[src/rtl/program_loader.sv]
// program_loader: receives a header byte plus LO/HI byte pairs from a host
// link and writes assembled instructions into program memory while holding the CPU.
// Ports: clock, reset (sync, active-high), start, in_data/in_valid/in_ready
// byte stream, mem_we/mem_addr/mem_din memory write port, cpu_hold, busy,
// done (one-cycle pulse), error (sticky checksum failure).
// Macro PROGRAM_LOADER_CHECKSUM_EN adds a trailing XOR checksum byte (CHK state).
module program_loader #(
    parameter int ADDR_LEN        = 4,
    parameter int INSTRUCTION_LEN = 10
) (
    input  logic                       clock,
    input  logic                       reset,
    input  logic                       start,
    input  logic [7:0]                 in_data,
    input  logic                       in_valid,
    output logic                       in_ready,
    output logic                       mem_we,
    output logic [ADDR_LEN-1:0]        mem_addr,
    output logic [INSTRUCTION_LEN-1:0] mem_din,
    output logic                       cpu_hold,
    output logic                       busy,
    output logic                       done,
    output logic                       error
);

    typedef enum logic [2:0] {
        S_IDLE,
        S_HDR,
        S_LO,
        S_HI,
        S_WR,
`ifdef PROGRAM_LOADER_CHECKSUM_EN
        S_CHK,
`endif
        S_DONE
    } state_t;

    state_t state_q, state_d;

    logic [ADDR_LEN-1:0]        addr_q;
    logic [ADDR_LEN-1:0]        last_q;
    logic [7:0]                 lo_q;
    logic [ADDR_LEN-1:0]        mem_addr_q;
    logic [INSTRUCTION_LEN-1:0] mem_din_q;
    logic                       ready_s;
    logic                       xfer;
    logic                       last_word;

    assign xfer      = in_valid && ready_s;
    assign last_word = (addr_q == last_q);

    // State register
    always_ff @(posedge clock) begin
        if (reset) state_q <= S_IDLE;
        else       state_q <= state_d;
    end

    // Next-state logic
    always_comb begin
        state_d = state_q;
        case (state_q)
            S_IDLE: if (start) state_d = S_HDR;
            S_HDR:  if (xfer)  state_d = S_LO;
            S_LO:   if (xfer)  state_d = S_HI;
            S_HI:   if (xfer)  state_d = S_WR;
`ifdef PROGRAM_LOADER_CHECKSUM_EN
            S_WR:   state_d = last_word ? S_CHK : S_LO;
            S_CHK:  if (xfer)  state_d = S_DONE;
`else
            S_WR:   state_d = last_word ? S_DONE : S_LO;
`endif
            S_DONE: state_d = S_IDLE;
            default: state_d = S_IDLE;
        endcase
    end

    // Outputs; everything is forced low while reset is asserted so that
    // the reset cycle itself can never issue a memory write.
    always_comb begin
        ready_s = 1'b0;
        case (state_q)
            S_HDR, S_LO, S_HI: ready_s = 1'b1;
`ifdef PROGRAM_LOADER_CHECKSUM_EN
            S_CHK:             ready_s = 1'b1;
`endif
            default:           ready_s = 1'b0;
        endcase
        in_ready = ready_s && !reset;
        mem_we   = (state_q == S_WR) && !reset;
        done     = (state_q == S_DONE) && !reset;
        cpu_hold = (state_q != S_IDLE) && !reset;
        busy     = cpu_hold;
        mem_addr = reset ? '0 : mem_addr_q;
        mem_din  = reset ? '0 : mem_din_q;
    end

    // Datapath. The write port registers load on the HI transfer so they
    // present the word during WR and then hold it until the next word.
    always_ff @(posedge clock) begin
        if (reset) begin
            addr_q     <= '0;
            last_q     <= '0;
            lo_q       <= '0;
            mem_addr_q <= '0;
            mem_din_q  <= '0;
        end else begin
            case (state_q)
                S_IDLE: if (start) addr_q <= '0;
                S_HDR:  if (xfer)  last_q <= in_data[ADDR_LEN-1:0];
                S_LO:   if (xfer)  lo_q   <= in_data;
                S_HI: begin
                    if (xfer) begin
                        mem_addr_q <= addr_q;
                        mem_din_q  <= {in_data[INSTRUCTION_LEN-9:0], lo_q};
                    end
                end
                S_WR:   if (!last_word) addr_q <= addr_q + 1'b1;
                default: ;
            endcase
        end
    end

`ifdef PROGRAM_LOADER_CHECKSUM_EN
    logic [7:0] acc_q;
    logic       err_q;

    always_ff @(posedge clock) begin
        if (reset) begin
            acc_q <= '0;
            err_q <= 1'b0;
        end else if (state_q == S_IDLE && start) begin
            acc_q <= '0;
            err_q <= 1'b0;
        end else if (xfer) begin
            if (state_q == S_CHK) begin
                if (in_data != acc_q) err_q <= 1'b1;
            end else begin
                acc_q <= acc_q ^ in_data;
            end
        end
    end

    assign error = err_q && !reset;
`else
    assign error = 1'b0;
`endif

endmodule

[config.mk]
export PLATFORM = sky130hd
export DESIGN_NAME = program_loader
export DESIGN_NICKNAME = d
export VERILOG_FILES = /design/src/rtl/program_loader.sv
export SDC_FILE = /design/constraint.sdc
export NUM_CORES = 1
export LEC_CHECK = 0
export ABC_AREA = 1
export BUFFER_PORTS_ARGS = -buffer_cell sky130_fd_sc_hd__buf_2
export CORE_UTILIZATION = 48
export DETAILED_ROUTE_END_ITERATION = 8
export PLACE_DENSITY = 0.84
export SYNTH_ARGS = -nofsm -noshare
export SYNTH_HDL_FRONTEND = slang
export SYNTH_SLANG_ARGS = --single-unit
[constraint.sdc]
create_clock -name clock -period 1.2 [get_ports clock]
set_clock_uncertainty 0.2 [all_clocks]
set_input_delay 0.06 -clock clock [delete_from_list [all_inputs] [get_ports clock]]
set_output_delay 0.06 -clock clock [all_outputs]
set_load 0.02 [all_outputs]
==> impl_results.md, run 1 <==
- Exit stage: global routing
- Mapped Nets: 229
- WEP type: top-level output
- Standard-cell rows: 20
- IO Count: 32
- Post-synthesis cell area: 1590 um^2
- Synth cell types: 29
- Die W: about 59 um
- Area leader, netlist: dfxtp_1
- Max clock buf depth: 2
- Port bufs: 30
- Most used DFF post-synth: dfxtp_1
- Area after DPL: around 1900 um^2
- Dpl hpwl: 2.45 mm
- Post-GRT worst EP: mem_we
- CTS Buf Count: 5
- Async SR Flop Fraction: 0
- GP Congestion: 0.916
- # clock sinks: 33
- Number of flops mapped to enable cells by yosys: 0
- Yosys reg bits: 33
- CTS HTree Levels: 2
- Synthesis Warnings: 0
- Clock root buffer master: clkbuf_4
- Sequential area share after synthesis: 0.417
- Top cells by area, synth: dfxtp_1 (42%), a21oi_1 (9.5%), inv_1 (8.5%)
- Largest net degree at the start of global routing: 25
- Die Y: a little under 60 um
- Most frequent cell after synthesis: inv_1
- Initial Util: 0.511
- Most instantiated cells after synthesis: inv_1 (36), dfxtp_1 (33), a21oi_1 (30), o21ai_0 (26), nand2_1 (25)
- Tool Error: [ERROR DPL-0038] Utilization greater than 100%, impossible to legalize
- Mapped Cells: approximately 220
- Area share of the largest cell type after synthesis: 0.417
- Status: stopped before the end
- Mean area per synthesized cell: 7.34 um^2
[cells by family after synthesis]
kind of cell,Yosys count,share of synthesized area
AND/OR/NAND/NOR,68,0.224
XOR/XNOR,1,0.00553
adder cells (fa/ha/maj),1,0.00789
buffers and inverters,52,0.142
other,1,0.00237
AO/OA/AOI/OAI,60,0.201
flip-flops,33,0.417
[through the flow]
step | hold WS, ps | setup TNS (ps) | std cells | worst slack (ps)
after global placement | 121 | -6230 | 299 | -258
after detailed placement | 152 | -7470 | 299 | -315
after floorplan | 33.3 | -1230 | 216 | -130
after CTS | -2.48 | -8070 | 349 | -344
[repair_timing]
action | CTS
buffers inserted | 26
hold buffers | 12
cloned | 4
endpoints found under the hold margin | 21
pin swaps | 49
setup endpoints to repair | 52
resized for setup | 126
==> run 2, diff against run 1 <==
--- a/config.mk
+++ b/config.mk
@@ -7,9 +7,9 @@
 export LEC_CHECK = 0
 export ABC_AREA = 1
 export BUFFER_PORTS_ARGS = -buffer_cell sky130_fd_sc_hd__buf_2
-export CORE_UTILIZATION = 48
+export CORE_UTILIZATION = 40
 export DETAILED_ROUTE_END_ITERATION = 8
-export PLACE_DENSITY = 0.84
+export PLACE_DENSITY_LB_ADDON = 0.15
 export SYNTH_ARGS = -nofsm -noshare
 export SYNTH_HDL_FRONTEND = slang
 export SYNTH_SLANG_ARGS = --single-unit
==> constraint.sdc (replaced) <==
create_clock -name clock -period 1.6 [get_ports clock]
set_clock_uncertainty 0.2 [all_clocks]
set_input_delay 0.08 -clock clock [delete_from_list [all_inputs] [get_ports clock]]
set_output_delay 0.08 -clock clock [all_outputs]
set_load 0.02 [all_outputs]
==> impl_results.md, run 2 <==
- Area share of the largest cell type after synthesis: 0.417 (unchanged)
- Layout cells sized above 1: 0.292
- # clock sinks: 33 (unchanged)
- CTS tree: yes
- WP data arrival: 1270 ps
- Commonest non-fill, non-tap cell in the layout: inv_1
- N_diodes: 0
- Most used DFF post-synth: dfxtp_1
- Clock Latency Late Sink: roughly 270 ps
- Critical Path Start Type: register
- Initial Util: 0.423 (-0.0874)
- Yosys reg bits: 33 (unchanged)
- Global route overflow: 0
- DR DRC count: 0
- Min-delay worst type: in2reg
- Most frequent cells in the layout: inv_1 (36), a21oi_1 (30), dfxtp_1 (30), buf_2 (29)
- Total global routing track utilization: 0.177
- Max reg flops: 10
- Max Cap Viol: 0
- Cells after DPL: 292 (-2.3%)
- Post-DRT Antenna Nets: 0
- Crit end category: output pin
- Mapped Nets: 229 (unchanged)
- P&R area growth vs syn: 28.2%
- Routed vias/inst: 4.47
- Routed wire length: approximately 3.2 mm
- Crit share post-route: 0.968
- Final Max Slew Viols: 0
- Largest net degree at the start of global routing: 27
- Fin. Hold Viols: 0
- Fin crit period: roughly 1500 ps
- Async SR Flop Fraction: 0 (unchanged)
- RSZ-0062 raised after global routing: yes
- CTS Buf Count: 5 (unchanged)
- Number of flops mapped to enable cells by yosys: 0 (unchanged)
- Area leader, netlist: dfxtp_1
- Die Y: 65.0 um (+9.2%)
- Initial antenna violation count: 0
- IO Count: 32 (unchanged)
- Sequential area share after synthesis: 0.417 (unchanged)
- Clock root buffer master: clkbuf_8
- Layout Cells excl Fill: 312
- Nets: 276
- Mean area per synthesized cell: 7.34 um^2 (unchanged)
- Dpl hpwl: 2.34 mm (-4.3%)
- CTS HTree Levels: 2 (unchanged)
- Vias in the first global route: 1,267
- Mapped Cells: 216 (unchanged)
- DR WL/cell: 10.4 um
- Standard-cell rows: 22 (+10%)
- Max VDD drop: approximately 0.61 mV
- Setup violators final: 0
- Worst-path clk slew: 70 ps
- Synth cell types: 29 (unchanged)
- Post-synthesis cell area: 1590 um^2 (unchanged)
- DRT Pass-1 Iters: 4
- Worst path required time: about 1300 ps
- Most instantiated cells after synthesis: inv_1 (36), dfxtp_1 (33), a21oi_1 (30), o21ai_0 (26), nand2_1 (25)
- CP Max Fanout: 3
- Critical path type: reg2out
- Largest Register: mem_din_q
- P_leak: roughly 0.9 nW
- Top cells by area, synth: dfxtp_1 (42%), a21oi_1 (9.5%), inv_1 (8.5%)
- Die W: 65.0 um (+9.2%)
- Synthesis Warnings: 0 (unchanged)
- DR vias: 1,396
- Most frequent cell after synthesis: inv_1
- Status: finished, final reports clean
- First-pass GRT wire length: 5.64 mm
- Starting DRC count in detailed routing: 53
- Max clock buf depth: 2 (unchanged)
- Fmax: about 0.65 GHz
- PD cells: 1090 nW/um^2
- Port bufs: 30 (unchanged)
- GP Congestion: 0.758 (-17%)
- Die area: about 4200 um^2
- Core area: 3740 um^2
- Post-route setup TNS: 0 ps
- Biggest regs: mem_din_q (10), lo_q (8)
[run 2: cell counts after synthesis]
No cell type changed its count.
[run 2: cells by family after synthesis]
logic type               synth area share
buffers and inverters               0.142
AO/OA/AOI/OAI                       0.201
XOR/XNOR                          0.00553
adder cells (fa/ha/maj)           0.00789
flip-flops                          0.417
other                             0.00237
AND/OR/NAND/NOR                     0.224
[run 2: cell type report]
type | count | area, um^2
inverter | 40 | 153
sequential | 33 | 669
timing repair buffer | 52 | 355
clock inverter | 3 | 17.5
fill | 420 | 1710
tap | 48 | 60.1
clock buffer | 5 | 68.8
multi-input combinational | 131 | 708
[run 2: metal layers]
layer	vias to the layer above	wire length, um	global-route usage
li1	770	-	-
met1	595	1740	0.248
met2	26	1330	0.259
met3	5	119	0.0475
met4	0	42	0.0583
met5	-	0	0
[run 2: path summary, 6_finish.rpt]
path / end / from / slack [ps] / cells past startpoint
setup / recovery: mem_we / state_q[0] / 50 / 7
hold / removal: mem_din_q[0] / in_valid / 80 / 3
setup reg to reg: mem_addr_q[1] / state_q[1] / 130 / 4
hold reg to reg: lo_q[3] / lo_q[3] / 240 / 2
[run 2: worst max-delay path, stage by stage (launching register included)]
cell and delay, ps:
dfxtp_4 350, buf_4 140, nor2_4 80, inv_2 60
nor2_4 100, inv_2 50, nor2_2 70, buf_4 140
[run 2: metrics by stage]
step                      cell area, um^2  hold slack (ps)   util  power, mW  worst slack, ps
final                                2030             75.9  0.543       2.22             51.9
after global routing                 2030              109  0.543       2.37            -25.3
after CTS                            2020             70.3  0.540       2.23             8.95
after detailed placement             1810              161  0.484       1.59              109
after global placement               1810              158  0.484       1.59              130
after floorplan                      1590             70.1      -       1.46             44.3
[run 2: report_power, final]
part | internal [mW] | total [mW] | switching, mW
clock network | 0.300 | 0.599 | 0.299
logic | 0.261 | 0.659 | 0.398
registers | 0.914 | 0.960 | 0.0457
[run 2: what timing repair did]
item,4_1_cts,5_1_grt
hold buffers,10,0
endpoints found under the setup margin,4,8
pin swaps,2,1
gates resized for setup,5,4
endpoints found under the hold margin,21,0
setup buffers,3,0
Power figures use the tool's default switching activity.
